--- src/rtl/frog_hazard_scanner.sv ---
// frog_hazard_scanner: per-frame collision/hazard scan of a frog against a lane/object table.
// Ports:
//   clk, reset            rising-edge clock, asynchronous active-high reset
//   frame_start, restart  scan request pulse, new-game request (restart wins)
//   frog_x, frog_y        frog position, latched when a scan is accepted
//   obj_lane, obj_idx     object read address driven during the scan
//   obj_valid/kind/x/y/len combinational read data for the current address
//   busy, done, overrun   scan status; done and overrun are one-cycle pulses
//   hit_car .. reached_end, ride_lane  result flags, held from one done to the next
//   death, win            outcome pulses aligned with done
//   lives, score, game_over  game state
module frog_hazard_scanner #(
    parameter int N_LANES = 12,
    parameter int OBJ_PER_LANE = 4,
    parameter logic [9:0] FROG_SIZE = 10'd32,
    parameter logic [9:0] BLOCKSIZE = 10'd32,
    parameter logic [9:0] X_MIN = 10'd96,
    parameter logic [9:0] X_MAX = 10'd576,
    parameter logic [9:0] WATER_Y_MIN = 10'd32,
    parameter logic [9:0] WATER_Y_MAX = 10'd224,
    parameter logic [9:0] END_Y = 10'd32,
    parameter int LIVES = 3,
    localparam int LW = (N_LANES > 1) ? $clog2(N_LANES) : 1,
    localparam int IW = (OBJ_PER_LANE > 1) ? $clog2(OBJ_PER_LANE) : 1
) (
    input  logic          clk,
    input  logic          reset,
    input  logic          frame_start,
    input  logic          restart,
    input  logic [9:0]    frog_x,
    input  logic [9:0]    frog_y,
    output logic [LW-1:0] obj_lane,
    output logic [IW-1:0] obj_idx,
    input  logic          obj_valid,
    input  logic          obj_kind,
    input  logic [9:0]    obj_x,
    input  logic [9:0]    obj_y,
    input  logic [9:0]    obj_len,
    output logic          busy,
    output logic          done,
    output logic          hit_car,
    output logic          on_log,
    output logic [LW-1:0] ride_lane,
    output logic          in_water,
    output logic          off_screen,
    output logic          reached_end,
    output logic          death,
    output logic          win,
    output logic          overrun,
    output logic [1:0]    lives,
    output logic [7:0]    score,
    output logic          game_over
);
    localparam logic [1:0] IDLE = 2'd0, SCAN = 2'd1, EVAL = 2'd2, OVER = 2'd3;
    localparam logic [1:0] LIVES_V = 2'(LIVES);
    logic [1:0]    state_q, state_d;
    logic [LW-1:0] lane_q, lane_d, acc_lane_q, acc_lane_d, ride_q, ride_d;
    logic [IW-1:0] idx_q, idx_d;
    logic [9:0]    fx_q, fx_d, fy_q, fy_d;
    logic          car_acc_q, car_acc_d, log_acc_q, log_acc_d;
    // {hit_car, on_log, in_water, off_screen, reached_end}
    logic [4:0]    flags_q, flags_d;
    // {done, death, win}
    logic [2:0]    pulse_q, pulse_d;
    logic          overrun_q, overrun_d, go_q, go_d;
    logic [1:0]    lives_q, lives_d;
    logic [7:0]    score_q, score_d;
    logic [10:0]   fx_w, fy_w, fxe_w, fye_w, oxe_w, oye_w;
    logic          overlap, last_idx, last_lane, water, off, reach, die;
    // 11-bit sums so object and frog extents never wrap near the 10-bit limit
    assign fx_w  = {1'b0, fx_q};
    assign fy_w  = {1'b0, fy_q};
    assign fxe_w = fx_w + {1'b0, FROG_SIZE};
    assign fye_w = fy_w + {1'b0, FROG_SIZE};
    assign oxe_w = {1'b0, obj_x} + {1'b0, obj_len};
    assign oye_w = {1'b0, obj_y} + {1'b0, BLOCKSIZE};
    assign overlap = obj_valid && fx_w < oxe_w && fxe_w > {1'b0, obj_x} && fy_w < oye_w && fye_w > {1'b0, obj_y};
    assign last_idx  = idx_q == IW'(OBJ_PER_LANE - 1);
    assign last_lane = lane_q == LW'(N_LANES - 1);
    assign water = fy_q >= WATER_Y_MIN && fy_q < WATER_Y_MAX && !log_acc_q;
    assign off   = fxe_w <= {1'b0, X_MIN} || fx_q >= X_MAX;
    assign reach = fy_q < END_Y;
    assign die   = car_acc_q || water || off;
    always_comb begin
        state_d    = state_q;
        lane_d     = lane_q;
        idx_d      = idx_q;
        fx_d       = fx_q;
        fy_d       = fy_q;
        car_acc_d  = car_acc_q;
        log_acc_d  = log_acc_q;
        acc_lane_d = acc_lane_q;
        ride_d     = ride_q;
        flags_d    = flags_q;
        pulse_d    = 3'b000;
        overrun_d  = 1'b0;
        lives_d    = lives_q;
        score_d    = score_q;
        go_d       = go_q;
        if (restart) begin
            state_d    = IDLE;
            lane_d     = '0;
            idx_d      = '0;
            car_acc_d  = 1'b0;
            log_acc_d  = 1'b0;
            acc_lane_d = '0;
            ride_d     = '0;
            flags_d    = '0;
            lives_d    = LIVES_V;
            score_d    = 8'd0;
            go_d       = 1'b0;
        end else begin
            case (state_q)
                IDLE: if (frame_start) begin
                    state_d    = SCAN;
                    fx_d       = frog_x;
                    fy_d       = frog_y;
                    lane_d     = '0;
                    idx_d      = '0;
                    car_acc_d  = 1'b0;
                    log_acc_d  = 1'b0;
                    acc_lane_d = '0;
                end
                SCAN: begin
                    overrun_d = frame_start;
                    car_acc_d = car_acc_q || (overlap && !obj_kind);
                    // only the first log hit in scan order sets the ride lane
                    log_acc_d = log_acc_q || (overlap && obj_kind);
                    acc_lane_d = (overlap && obj_kind && !log_acc_q) ? lane_q : acc_lane_q;
                    idx_d   = last_idx ? '0 : idx_q + 1'b1;
                    lane_d  = last_idx ? (last_lane ? '0 : lane_q + 1'b1) : lane_q;
                    state_d = (last_idx && last_lane) ? EVAL : SCAN;
                end
                EVAL: begin
                    overrun_d = frame_start;
                    flags_d   = {car_acc_q, log_acc_q, water, off, reach};
                    ride_d    = acc_lane_q;
                    pulse_d   = {1'b1, die, reach && !die};
                    lives_d   = die ? lives_q - 2'd1 : lives_q;
                    score_d   = (reach && !die) ? score_q + 8'd1 : score_q;
                    go_d      = die && lives_q == 2'd1;
                    state_d   = (die && lives_q == 2'd1) ? OVER : IDLE;
                end
                default: state_d = OVER;
            endcase
        end
    end
    always_ff @(posedge clk or posedge reset) begin
        if (reset) begin
            state_q    <= IDLE;
            lane_q     <= '0;
            idx_q      <= '0;
            fx_q       <= '0;
            fy_q       <= '0;
            car_acc_q  <= 1'b0;
            log_acc_q  <= 1'b0;
            acc_lane_q <= '0;
            ride_q     <= '0;
            flags_q    <= '0;
            pulse_q    <= '0;
            overrun_q  <= 1'b0;
            lives_q    <= LIVES_V;
            score_q    <= 8'd0;
            go_q       <= 1'b0;
        end else begin
            state_q    <= state_d;
            lane_q     <= lane_d;
            idx_q      <= idx_d;
            fx_q       <= fx_d;
            fy_q       <= fy_d;
            car_acc_q  <= car_acc_d;
            log_acc_q  <= log_acc_d;
            acc_lane_q <= acc_lane_d;
            ride_q     <= ride_d;
            flags_q    <= flags_d;
            pulse_q    <= pulse_d;
            overrun_q  <= overrun_d;
            lives_q    <= lives_d;
            score_q    <= score_d;
            go_q       <= go_d;
        end
    end
    assign obj_lane = lane_q;
    assign obj_idx  = idx_q;
    assign busy = state_q == SCAN || state_q == EVAL || pulse_q[2];
    assign {done, death, win} = pulse_q;
    assign {hit_car, on_log, in_water, off_screen, reached_end} = flags_q;
    assign ride_lane = ride_q;
    assign overrun   = overrun_q;
    assign lives     = lives_q;
    assign score     = score_q;
    assign game_over = go_q;
endmodule

--- config.mk ---
export PLATFORM = sky130hd
export DESIGN_NAME = frog_hazard_scanner
export DESIGN_NICKNAME = d
export VERILOG_FILES = /design/src/rtl/frog_hazard_scanner.sv
export SDC_FILE = /design/constraint.sdc
export NUM_CORES = 1
export LEC_CHECK = 0
export CORE_MARGIN = 2
export CORE_UTILIZATION = 48
export CTS_BUF_LIST = sky130_fd_sc_hd__clkbuf_8
export DETAILED_ROUTE_END_ITERATION = 10
export GPL_ROUTABILITY_DRIVEN = 0
export PLACE_DENSITY = 0.84
export SLEW_MARGIN = 25
export SYNTH_ARGS = -nofsm -noshare
export SYNTH_HDL_FRONTEND = slang
export SYNTH_SLANG_ARGS = --single-unit
--- constraint.sdc ---
create_clock -name clk -period 2.3 [get_ports clk]
set_input_delay 0.46 -clock clk [delete_from_list [all_inputs] [get_ports clk]]
set_output_delay 0.46 -clock clk [all_outputs]
set_load 0.02 [all_outputs]
==> impl_metrics.py <==
metrics = {
    "outcome": {
        "outcome": "complete, but fails checks",
        "violations": "negative setup slack",
    },
    "timing": {
        "fin_tns_setup_ns": -7.587,
        "max_slew_margin_pct": 71.24,
        "worst_slack_ns": -1.296,
        "hold_viol": 0,
        "final.period_utilization_pct": 156.4,
        "fmax_ghz": 0.2781,
        "grt_setup_unrepaired": "yes",
        "finalCriticalPeriod_ns": 3.596,
        "final-max-slew-violation-count": 0,
        "finClkSkew_ns": 0.01540,
        "setup_viol": 10,
        "tightestPinTransition_ns": 0.4206,
    },
    "synthesis": {
        "postSynth.asyncResetShare_pct": 100.0,
        "synth-edff-count": 0,
        "synth_cells": 440,
        "seq_area_frac_synth_pct": 34.60,
        "synthFlopType": "dfrtp_1",
        "post_synthesis_area_per_instance_um2": 9.549,
        "postSynthNetCount": 555,
        "synth.ff_latch_count": 58,
        "mappedNetlistArea_um2": 4202,
        "synth-warning-count": 0,
        "netlist-cell-type-count": 56,
    },
    "place": {
        "placement.io_buffers": 86,
        "placed_cell_area_um2": 5728,
        "hpwl_um": 8473,
    },
    "finish": {
        "layout-area-overhead-vs-synth_pct": 49.55,
        "antenna_cells_inserted": 0,
        "fin_area_um2": 6284,
        "fillers": 564,
        "final_net_count": 720,
        "share_of_post_route_cells_with_drive_strength_above_1_pct": 26.72,
        "final_core_util_pct": 73.12,
    },
    "power_and_ir_drop": {
        "relative_contribution_of_combinational_cells_to_total_power_pct": 47.2,
        "cell_internal_pwr_mw": 3.060,
        "seq_pwr_share_pct": 27.6,
        "power.density_cell_area_nw_per_um2": 754.0,
        "p_sw_share_pct": 35.43,
        "irDropWorstVdd_mv": 0.5272,
        "static-leakage-power_nw": 2.908,
        "p_switching_mw": 1.678,
        "p_clk_share_pct": 25.2,
    },
    "route": {
        "route.detailed.vias_per_inst": 5.549,
        "drt-pass1-iter-count": 6,
        "num_vias": 3984,
        "drt_iter0_markers": 199,
        "count_of_unresolved_drc_violations_after_routing": 0,
        "wl_per_instance_um": 16.95,
        "postRouteWirelength_um": 12170,
        "antenna_violating_nets_post_route": 0,
    },
    "critical_path": {
        "critical_path.max_stage_delay_ns": 0.34,
        "critPathMaxFanout": 5,
        "critical-path-top-cell-by-count": "a2111oi_4",
        "timing.critical_path.arrival_ns": 3.88,
        "path_class": "input port to flop",
        "worst_ep_required_time_ns": 2.59,
        "path_cells": "buf_8 > ha_4 > fa_2 > a211oi_2 > nor2_1 > o21a_1 > o21ai_2 > nand2b_1 > a21oi_2 > xor2_1 > ha_1 > nand2_2 > a21oi_4 > a2111oi_4 > a2111oi_4 > a211oi_4 > buf_12 > mux2_4 > nand2_1",
        "endpoint_kind": "flop",
        "worst_path_max_delay_cell": "fa_2",
        "crit_path_start_kind": "input port",
        "reg2reg_slack_ns": -0.59,
    },
    "die": {
        "num_rows": 34,
        "core_area_um2": 8593,
        "die_h_um": 97.56,
        "floorplan.initialDensity_pct": 48.89,
        "design.die.area_um2": 9518,
        "chipWidth_um": 97.56,
        "io-pin-count": 87,
    },
    "clock_tree": {
        "max_h_tree_level": 3,
        "worst_skew_pair.late_latency_ns": 0.35,
        "cts_sinks": 58,
        "clock_path_buffers": 2,
        "post_cts_hold_buffer_count": 0,
        "clock-root-buffer": "clkbuf_8",
        "cts_buffers": 9,
        "tritoncts": "built",
        "clk_transition_reported_paths_ns": 0.08,
    },
    "job": {
        "drv_cap": 0,
    },
    "grt": {
        "grt_overflow_total": 0,
        "antenna_found_initial": 0,
        "groute.usage.overall_pct": 24.73,
        "first_global_vias": 4157,
        "grt_start_max_net_pins": 59,
        "grt_first_pass_wirelength_um": 19350,
    },
    "min_path": {
        "holdCritPathClass": "input port to async pin",
    },
}
==> power groups by stage <==
stage | logic (mW) | clock network (mW) | registers, mW
2_1_floorplan | 1.09 | 0 | 1.33
3_3_place_gp | 1.85 | 0 | 1.31
3_5_place_dp | 1.95 | 0 | 1.32
4_1_cts | 2.12 | 1.20 | 1.30
5_1_grt | 2.44 | 1.24 | 1.33
6_report | 2.24 | 1.19 | 1.31
==> critical path: cells and delay by family <==
kind	cells	cell delay, ns
compound gates	8	1.49
fa+ha+maj	3	0.81
simple gates	4	0.36
mux	1	0.30
buf+inv	2	0.26
xor+xnor	1	0.20
==> placed cells by master (no fill, tap or decap), types with 4 or more instances in the layout <==
cell / count
a21oi_2: 5
nand2b_1: 6
buf_6: 4
clkdlybuf4s50_1: 75
o31ai_1: 4
xnor2_1: 11
nor2_1: 39
dlygate4sd2_1: 7
nor2b_1: 7
nand2_2: 4
buf_12: 4
clkbuf_8: 9
o21ai_0: 12
buf_4: 69
mux2i_1: 8
a21oi_1: 12
xor2_1: 11
ha_1: 55
mux2_2: 20
dfrtp_1: 56
a21o_1: 7
nand4_1: 9
a211oi_1: 4
nand2_1: 29
nand3_1: 17
inv_1: 36
==> cell type report <==
cell class | instances | area [um^2] | area share [%]
Clock buffer | 9 | 123.9 | 1.971
Clock inverter | 7 | 125.1 | 1.991
Inverter | 37 | 138.9 | 2.210
Multi-Input combinational cell | 337 | 2820 | 44.88
Sequential cell | 58 | 1454 | 23.14
Tap cell | 108 | 135.1 | 2.151
Timing Repair Buffer | 162 | 1486 | 23.66
==> path summary, 6_finish.rpt <==
check	start	endpoint	cells past startpoint
setup / recovery	obj_x[0]	acc_lane_q[0]	19
hold / removal	reset	score[6]	3
setup reg to reg	fx_q[6]	acc_lane_q[0]	11
hold reg to reg	obj_idx[1]	obj_idx[1]	2
max in group asynchronous	reset	lives[1]	3
min in group clk	obj_idx[1]	obj_idx[1]	2
==> metrics by stage <==
stage	hold slack (ns)	power, mW	setup WS (ns)	instances
final	0.4789	4.738	-1.296	718
after global routing	0.5394	5.011	-1.419	718
after CTS	0.5026	4.616	-1.248	712
after detailed placement	0.5118	3.267	-2.293	691
after global placement	0.4825	3.161	-2.086	691
after floorplan	0.4946	2.422	-1.279	440
==> routing by layer <==
layer	wire length, um	up-vias	track usage, %
met5	0	-	0
met4	168	0	8.013
met3	658	19	3.597
met2	6326	137	44.51
met1	5015	1922	30.37
li1	-	1906	-
==> logic make-up (layout without fill, tap and decap cells) <==
kind of cell / Yosys count / in the layout / share of synthesized area, %
muxes: 31 / 31 / 8.070
DFF: 58 / 58 / 34.60
xor gates and xnor gates: 23 / 23 / 4.794
AOI/OAI and AO/OA: 80 / 80 / 12.98
adders and majority gates: 59 / 59 / 17.75
and+or+nand+nor: 144 / 144 / 17.60
buffers and inverters: 45 / 215 / 4.199
==> cells in the mapped netlist (7+ instances only) <==
master / instances / area (um^2)
inv_1: 37 / 138.9
xor2_1: 11 / 96.34
a21o_1: 7 / 52.55
ha_1: 58 / 725.7
mux2i_1: 8 / 80.08
nor2_1: 40 / 150.1
nand2_1: 33 / 123.9
xnor2_1: 12 / 105.1
o21ai_0: 14 / 70.07
nand3_1: 18 / 90.09
mux2_2: 23 / 259.0
nand4_1: 9 / 56.30
nor2b_1: 8 / 50.05
a21oi_1: 20 / 100.1
dfrtp_1: 56 / 1401
==> what timing repair did <==
| action | CTS | global route |
|---|---|---|
| pin swaps | 18 | 24 |
| resized for setup | 44 | 21 |
| buffers inserted | 6 | 6 |
| gates cloned | 0 | 0 |
| endpoints found under the setup margin | 14 | 13 |
==> sequential cells by signal, summed over array words and instances (netlist names), 2 cells and up <==
signal,cells
acc_lane_q,4
ride_lane,4
obj_lane,4
pulse_q,3
fx_q,10
state_q,2
fy_q,10
flags_q,5
lives,2
score,8
obj_idx,2
No activity file was read; power rests on OpenSTA's default activity.
